<file path="src/rtl/xor_fold_pkg.sv">
// Shared types and helpers for the lane-wise XOR fold accumulator.
// rotl1 rotates the low w bits of v left by one; bits at and above w stay zero.
package xor_fold_pkg;

    typedef enum logic {ACC, OUT} state_t;

    localparam int MAX_WIDTH = 64;
    localparam int IDX_W     = $clog2(MAX_WIDTH);

    function automatic logic [MAX_WIDTH-1:0] rotl1(input logic [MAX_WIDTH-1:0] v,
                                                   input int unsigned         w);
        logic [MAX_WIDTH-1:0] r;
        logic [IDX_W-1:0]     top;
        r    = '0;
        top  = IDX_W'(w - 1);
        r[0] = v[top];
        for (int i = 1; i < MAX_WIDTH; i++) begin
            if (i < w) r[i] = v[i-1];
        end
        return r;
    endfunction

endpackage

</file>
<file path="src/rtl/xor_fold_acc.sv">
// Folds BEATS accepted beats into one result by lane-wise XOR (rotate-left-by-1 before each XOR under XOR_FOLD_ROTATE_EN).
// Result valid the cycle after the final beat; held until out_ready, during which in_ready is low.
module xor_fold_acc
    import xor_fold_pkg::*;
#(
    parameter int WIDTH = 4,
    parameter int BEATS = 4
) (
    input  logic             clk,
    input  logic             rst_n,
    input  logic             flush,
    input  logic             in_valid,
    output logic             in_ready,
    input  logic [WIDTH-1:0] in_data,
    output logic             out_valid,
    input  logic             out_ready,
    output logic [WIDTH-1:0] out_data
);

    localparam int               CNT_W = $clog2(BEATS);
    localparam logic [CNT_W-1:0] LAST  = CNT_W'(BEATS - 1);

    state_t           state;
    logic [WIDTH-1:0] acc;
    logic [WIDTH-1:0] folded;
    logic [CNT_W-1:0] cnt;
    logic             accept;

    assign in_ready = (state == ACC);
    assign accept   = in_valid && in_ready;

    always_comb begin
        folded = '0;
`ifdef XOR_FOLD_ROTATE_EN
        folded = WIDTH'(rotl1(MAX_WIDTH'(acc), WIDTH)) ^ in_data;
`else
        folded = acc ^ in_data;
`endif
    end

    always_ff @(posedge clk or negedge rst_n) begin
        if (!rst_n) begin
            state     <= ACC;
            acc       <= '0;
            cnt       <= '0;
            out_data  <= '0;
            out_valid <= 1'b0;
        end else begin
            case (state)
                ACC: begin
                    // A beat arriving with flush completes its handshake but is dropped.
                    if (flush) begin
                        acc <= '0;
                        cnt <= '0;
                    end else if (accept) begin
                        if (cnt == LAST) begin
                            out_data  <= folded;
                            acc       <= '0;
                            cnt       <= '0;
                            state     <= OUT;
                            out_valid <= 1'b1;
                        end else begin
                            acc <= folded;
                            cnt <= cnt + 1'b1;
                        end
                    end
                end
                OUT: begin
                    if (out_ready) begin
                        state     <= ACC;
                        out_valid <= 1'b0;
                    end
                end
                default: state <= ACC;
            endcase
        end
    end

endmodule

</file>
<file path="config.mk">
export PLATFORM = sky130hd
export DESIGN_NAME = xor_fold_acc
export DESIGN_NICKNAME = d
export VERILOG_FILES = /design/src/rtl/xor_fold_pkg.sv /design/src/rtl/xor_fold_acc.sv
export SDC_FILE = /design/constraint.sdc
export NUM_CORES = 1
export LEC_CHECK = 0
export BUFFER_PORTS_ARGS = -buffer_cell sky130_fd_sc_hd__buf_2
export CAP_MARGIN = 15
export CORE_MARGIN = 2
export CORE_UTILIZATION = 45
export DETAILED_ROUTE_END_ITERATION = 6
export GPL_TIMING_DRIVEN = 0
export PLACE_DENSITY = 0.72
export SYNTH_ARGS = -nofsm -noshare
export SYNTH_HDL_FRONTEND = slang
export SYNTH_SLANG_ARGS = --single-unit
</file>
<file path="constraint.sdc">
create_clock -name clk -period 1.3 [get_ports clk]
set_input_delay 0.065 -clock clk [delete_from_list [all_inputs] [get_ports clk]]
set_output_delay 0.065 -clock clk [all_outputs]
set_load 0.01 [all_outputs]
</file>
== Yosys cells after proc, flatten, opt, wreduce, memory -nomap -nowiden ==
Cells that the tools add are included.
Storage, ports and cells
  register bits: 12
  output and inout port bits: 6
  input port bits: 9
Operators by class
  reductions and logical operators: 5
  bitwise logic cells: 3
  multiplexer cells: 16
  equality and inequality tests: 5
  add/subtract/negate cells: 1
Operator list (count)
  2-to-1 mux 4 bit: 3
  2-to-1 mux 1 bit: 8
  AND reduction 4 bit: 2
  2-to-1 mux 2 bit: 3
  inequality test 2 x 1 -> 1 bit, second input constant: 2
  inequality test 2 bit, second input constant: 2
  case mux 1 bit (2 select lines): 2
  XOR 4 bit: 1
  adder 2 x 1 -> 2 bit, second input constant: 1
  equality test 2 bit, second input constant: 1
  NOT 1 bit: 2
  AND reduction 2 bit: 1
  nonzero test 2 bit: 1
  logical AND 1 bit: 1

== Logic depth before layout (Yosys ltp) ==
Gate-level depths: netlist (run 1).
  word-level depth: 5
  mapped depth: 5
  depth with buffers taken out: 4

== Worst setup path after synthesis (run 1) ==
No wires, ideal clock.
  path kind: reg2reg
  from: register cnt[0]
  to: register cnt[0]
  buffers on the path: 0
  arrival: 1.178 ns
  path slack: 0.046 ns
  setup time: 0.076 ns
  stages on the path, launching flop included: 4
  path through: dfrtp_1 -> ha_1 -> or4b_1 -> o21ai_1
On the way
  word-level cells in the longest chain between the ends: 4
  elaborated cells between the ends (all ways): 5
  classes of those cells: add/sub (1); eq/ne (1); mux (3)
RTL lines
  start: declaration: RTL line xor_fold_acc.sv:26  | logic [CNT_W-1:0] cnt;
  start signal: assignment: RTL line xor_fold_acc.sv:64  | cnt <= cnt + 1'b1;
  adder 2 x 1 -> 2 bit or equality test 2 bit (tied branches): RTL line xor_fold_acc.sv:64, xor_fold_acc.sv:56
  2-to-1 mux 2 bit (*): RTL line xor_fold_acc.sv:56  | if (cnt == LAST) begin
  2-to-1 mux 2 bit (*): RTL line xor_fold_acc.sv:55  | end else if (accept) begin
  2-to-1 mux 2 bit (*): RTL line xor_fold_acc.sv:52  | if (flush) begin
Every way passes the cells marked *; elsewhere a longest branch is shown, timed or not. The select of a mux whose other input is x is not followed.
A chain may end at the register's enable or synchronous reset.

== Final worst setup path (run 1) ==
Ends and elaborated chain as after synthesis.

==> summary.txt, run 1 <==
Outcome
  – Status: completed

Place
  – Port Buffers: 13
  – Placed insts: 93
  – Global placement routability congestion: 0.721

Worst setup path
  – Worst Path Required: ~1500 ps
  – Reg-to-Reg Start: cnt[0]
  – FF-to-FF path depth: 3
  – Startpoint types: flip-flop
  – Largest fanout on the critical path: 3
  – Critical path arrival: 1500 ps
  – R2R Setup Slk: roughly 3.7 ps
  – Worst Setup SP: cnt[0]
  – FF-to-FF End: cnt[0]
  – Kind of critical path: flip-flop to flip-flop
  – CP Capture Type: flip-flop

Yosys
  – Area leader, netlist: dfrtp_1
  – Library cells used by synthesis: 23
  – Largest family of logic cells by synthesized area: simple AND/OR/NAND/NOR gates
  – Asr flop ratio synth: 100%
  – Most used DFF post-synth: dfrtp_1
  – Most instantiated library cell after synthesis: dfrtp_1
  – Mapped Area: 628 µm²
  – Post-synthesis mux area share: 0%
  – Post-synth EDFFs: 0
  – Sequential share of the synthesized area: between 40% and 50%
  – Cell count after synthesis: 65
  – Ranking of synthesized cells by area: dfrtp_1, o21ai_0, xnor2_1, nor2_1, a21oi_1
  – Post-synth top area share: 47.8%
  – Ys Warns: 0
  – Adder-cell share of the synthesized area: about 4.0%
  – Commonest cells post-synth: dfrtp_1, o21ai_0, nor2_1, nand2_1, a21oi_1
  – Yosys reg bits: 12
  – Synthesized Nets: 76
  – Synth Area in XOR/XNOR: 5.58%
  – Avg Inst Size Synth: between 9 and 10 µm²
  – Post-Synth Simple-Gate Area: about 21%
  – Synth Area in Compound Gates: roughly 18%

Floorplanning
  – Core box area: 1300 µm²
  – Die Y: roughly 41 µm
  – Rows: 13
  – Die Span X: between 40 and 50 µm
  – Initial Utilization: roughly 48%
  – Top Ports: 15
  – Die Area: about 1700 µm²

Finish
  – Final #Nets: 98
  – Post-Layout Cell Count: slightly above 100
  – Fillers: 110
  – Area grow syn2layout: 27.5%
  – Fin util: about three fifths
  – Ant diodes: 0
  – Layout cells sized above 1: 30.2%

Power
  – Peak supply drop: slightly above 0.0007 V
  – Seq pwr share: ~47%
  – Pwr Total: approximately 1000 µW
  – Leakage dissipation: approximately 0.00038 µW
  – Clock share of power: between 20% and 30%
  – Switching Share: 28.4%
  – Switch Pwr: around 290 µW
  – Pwr dens: 1290 nW/µm²
  – Combinational power share: about a quarter
  – Int Power: about 740 µW

Flow run
  – Max cap viols: 0

Timing
  – Worst slew margin: between 80% and 90%
  – Setup_tns: 0 ps
  – Worst slew pin tran: around 270 ps
  – Final setup fails: 0
  – Final Cycle Share: approximately 100%
  – RSZ-0062 raised after global routing: true
  – Fmax: 771 MHz
  – Fin. Hold Viols: 0
  – Clock Skews: 4.24 ps
  – Slew Viols, Final: 0
  – Tmin final: about 1300 ps

GRT
  – Initial antenna violation count: 0
  – First-pass GRT wire length: ~2100 µm
  – Vias in the first global route: 500
  – GR Overflow Total: 0
  – GRT Total Usage: just under 20%
  – Largest net degree at the start of global routing: 13

Detailed routing
  – Wire length on met3: roughly 64 µm
  – Met2 Wirelength: around 660 µm
  – Wl on met1: a little under 600 µm
  – Top Metal Used: met4
  – Final WL: about 1300 µm
  – Routed len/inst: approximately 13 µm
  – Remaining routing DRC violations: 0
  – Antenna-violating nets left: 0
  – Initial DRT Pass Iterations: 2
  – Iter 0 DRT Violations: 11
  – Via count: 532
  – Via density: 5.27

CTS
  – Root buffer cell: clkbuf_4
  – CTS Sinks: 12
  – Clock Latency Late Sink: roughly 270 ps
  – Clock transition at path regs: approximately 80 ps
  – Clock Tree Buf Depth: 2
  – TritonCTS clock tree: yes
  – H-tree depth: 1
  – Inserted Clock Buffers: 3

Hold path
  – Hold Path Depth: 3
  – HP Start: in_data[2]
  – Worst hold path type: input port to flip-flop
  – Hold EP: out_data[2]
## kinds of logic (layout without fill, tap and decap cells)
family	after synthesis	in the layout
buffers and inverters	4	25
adder cells (fa/ha/maj)	2	2
AO/OA/AOI/OAI	20	20
AND/OR/NAND/NOR	23	23
XOR/XNOR	4	4
flip-flops	12	12
## power by group through the flow
stage | Combinational, µW | Clock [µW] | Sequential [µW]
2_1_floorplan | 108 | 0 | 521
3_3_place_gp | 226 | 0 | 493
3_5_place_dp | 229 | 0 | 497
4_1_cts | 246 | 298 | 491
5_1_grt | 275 | 318 | 504
6_report | 247 | 296 | 490
## repair_timing
action | CTS | global route
resized for setup | 2 | 2
endpoints found under the hold margin | 13 | 0
pin swaps | 3 | 1
setup endpoints to repair | 4 | 5
setup buffers | 2 | 0
hold buffers | 2 | 0
## per-stage QoR
step	area (µm²)	hold slack, ps	setup slack (ps)
5_1_grt	801	113	-61.2
3_5_place_dp	712	-43.4	-15.0
3_3_place_gp	712	-40.5	-3.48
6_report	801	101	3.73
4_1_cts	788	100	0.0607
2_1_floorplan	628	-231	46.0
## registers in the layout (all words and copies together), names as in the netlist
name and cells:
cnt 2, state 1, acc 4, out_valid 1, out_data 4
## how the worst max path moves through the flow
stage          endpoint  slack (ps)  cells after the start
2_1_floorplan    cnt[0]          50                      3
3_3_place_gp     cnt[0]          -3                      3
6_report         cnt[0]           4                      3
5_1_grt          cnt[0]         -60                      3
3_5_place_dp     cnt[0]         -10                      3
4_1_cts          cnt[0]        0.06                      3
## cell type report
class                           instances  area (µm²)  area share (%)
Sequential cell                        12         300            37.5
Inverter                                1        3.75           0.469
Clock buffer                            4        36.3            4.53
Tap cell                               15        18.8            2.34
Multi-Input combinational cell         49         322            40.2
Timing Repair Buffer                   17         100            12.5
Buffer                                  3        20.0            2.50
## layer usage
layer	vias up	GRT usage, %
met2	15	34.8
met3	2	3.19
met4	0	7.26
met1	247	23.0
li1	268	-
met5	-	0
## worst max-delay path, cell delays in order (launching register included)
cell and delay [ps]:
dfrtp_1 420, ha_2 190, or4b_1 500, o21ai_1 120
## cell usage in the layout (no fill, tap or decap), types with 3 or more instances in the layout
cell type	Yosys	layout
nor2b_1	3	3
xnor2_1	4	4
dfrtp_1	12	12
nand2_1	6	6
clkbuf_4	0	3
a22oi_1	3	3
a21oi_1	5	5
buf_2	1	14
o21ai_0	8	8
nor2_1	7	7
buf_4	2	4
(Power assumes the default switching activity.)
==> run 2: changes to the inputs <==
- CTS_CLUSTER_DIAMETER: default -> 50
- GPL_TIMING_DRIVEN: 0 -> 1
- PLACE_DENSITY: 0.72 -> 0.74
==> run 2 against run 1 <==
Cell count shrank 2.0%. Routed wire length shrank 5.4%. Global-route usage shrank 0.072 points. Clock skew is essentially flat. First-iteration DRC count shrank 9.1%. Critical path type unchanged. Largest cell class unchanged. Highest routed layer is now met3.
==> summary.txt, run 2 (synthesized netlist as in run 1, its figures left out) <==
Finish
  – Ant diodes: 0 (unchanged)
  – Final #Nets: 96 (-2.0%)
  – Area grow syn2layout: 24.1%
  – Commonest non-fill, non-tap cell in the layout: buf_2
  – Final instance area: 779 µm² (-2.7%)
  – Layout cells sized above 1: 28.6% (-1.7 points)
  – Most frequent cells in the layout: buf_2, dfrtp_1, o21ai_0, nor2_1, nand2_1
  – Top flop regs: acc: 4 flops, out_data: 4 flops, cnt: 2 flops

GRT
  – Largest net degree at the start of global routing: 13 (unchanged)
  – GRT Total Usage: 19.3% (-0.072 points)
  – GR Overflow Total: 0 (unchanged)
  – Initial antenna violation count: 0 (unchanged)
  – Vias in the first global route: 449 (-10%)
  – First-pass GRT wire length: 1990 µm (-5.2%)

Outcome
  – Status: completed

Worst setup path
  – Kind of critical path: flip-flop to flip-flop
  – Crit-path slowest cell: or4b_1
  – Crit path cell chain: ha_2 > or4b_1 > o21ai_1
  – CP max stage delay: 460 ps (-40 ps)
  – CP Capture Type: flip-flop
  – Critical path arrival: 1480 ps (-20 ps)
  – Largest fanout on the critical path: 4 (+1)
  – Startpoint types: flip-flop
  – Worst Path Required: 1490 ps (about the same)

Detailed routing
  – Iter 0 DRT Violations: 10 (-1)
  – Via count: 532 (unchanged)
  – Final WL: 1250 µm (-5.4%)
  – Routed len/inst: 12.6 µm (-3.5%)
  – Antenna-violating nets left: 0 (unchanged)
  – Initial DRT Pass Iterations: 4 (+2)
  – Via density: 5.37 (+2.0%)
  – Remaining routing DRC violations: 0 (unchanged)

Place
  – DP Wirelength: approximately 890 µm
  – Port Buffers: 14 (+1)
  – Global placement routability congestion: 0.753 (+4.6%)
  – Cell Area, Placed: 712 µm² (unchanged)

Timing
  – RSZ-0062 raised after global routing: true
  – Fmax: 776 MHz (+0.60%)
  – Final Cycle Share: 99.1% (-0.59 points)
  – Slew Viols, Final: 0 (unchanged)
  – Clock Skews: 4.16 ps (-0.0801 ps)
  – Fin. Hold Viols: 0 (unchanged)
  – Tmin final: 1290 ps (-7.73 ps)
  – Final setup fails: 0 (unchanged)
  – Worst slew margin: 79.0% (-3.2 points)
  – Worst slew pin tran: 316 ps (+48.7 ps)

Power
  – Pwr dens: 1300 nW/µm² (+0.93%)
  – Pwr Total: 1020 µW (-1.7%)
  – Peak supply drop: 0.000934 V (+31%)
  – Leakage dissipation: 0.000364 µW (-4.1%)

CTS
  – Clock Latency Late Sink: 270 ps (about the same)
  – H-tree depth: 1 (unchanged)
  – Post-CTS Setup Inserts: 0 (-2)
  – Clock transition at path regs: 70 ps (about the same)
  – Root buffer cell: clkbuf_4
  – Clock Tree Buf Depth: 2 (unchanged)
  – CTS Sinks: 12 (unchanged)
  – Inserted Clock Buffers: 3 (unchanged)
  – TritonCTS clock tree: yes

Floorplanning
  – Rows: 13 (unchanged)
  – Die Span X: 41.4 µm (unchanged)
  – Core box area: 1300 µm² (unchanged)
  – Die Area: 1710 µm² (unchanged)
  – Top Ports: 15 (unchanged)
  – Initial Utilization: 48.3% (unchanged)
  – Die Y: 41.4 µm (unchanged)

Hold path
  – Worst hold path type: input port to flip-flop

Flow run
  – Max cap viols: 0 (unchanged)
## run 2: cell type report
cell class,count,area [µm²]
fill,128,522
multi-input combinational,49,315
sequential,12,300
timing repair buffer,18,105
clock buffer,4,36.3
tap,15,18.8
inverter,1,3.75
## run 2: stage by stage
stage	instances	worst slack [ps]	TNS, ps	utilization, %	hold WS [ps]
after floorplan	65	46.0	0	-	-231
after global placement	93	22.3	0	54.7	-42.8
after detailed placement	93	-16.3	-16.3	54.7	-44.6
after CTS	99	-0.387	-0.387	59.4	80.6
after global routing	99	-60.7	-135	59.9	83.2
final	99	11.5	0	59.9	76.0
## run 2: power by group
part           switching (µW)  internal, µW  total (µW)
combinational             116           118         234
clock                     119           170         289
sequential               47.3           444         491
## run 2: final timing paths
path                            from  cells after the start           to  slack [ps]
hold reg to reg            out_valid                      1    out_valid         480
setup reg to reg              cnt[0]                      3       cnt[0]          10
hold / removal                 flush                      2       acc[1]          80
max in group asynchronous      rst_n                      2       cnt[0]         890
min in group asynchronous      rst_n                      2  out_data[1]         200
setup / recovery              cnt[0]                      3       cnt[0]          10
## run 2: routing by layer
metal | routed length [µm] | vias up | track usage, %
met5 | 0 | - | 0
met4 | 0 | 0 | 7.26
met3 | 86 | 0 | 9.57
met2 | 590 | 21 | 29.7
met1 | 568 | 245 | 23.2
li1 | - | 266 | -
## run 2: critical path, delay by kind of cell, from the launching register on
| family | cells | cell delay [ps] |
|---|---|---|
| AO/OA/AOI/OAI | 1 | 130 |
| adder cells (fa/ha/maj) | 1 | 210 |
| flip-flops | 1 | 420 |
| AND/OR/NAND/NOR | 1 | 460 |
## run 2: repair_timing
action                                  CTS  global route
pin swaps                                 4             2
cloned                                    0             0
hold buffers                              2             0
endpoints found under the setup margin    2             5
gates resized for setup                   3             2
hold endpoints to repair                 13             0
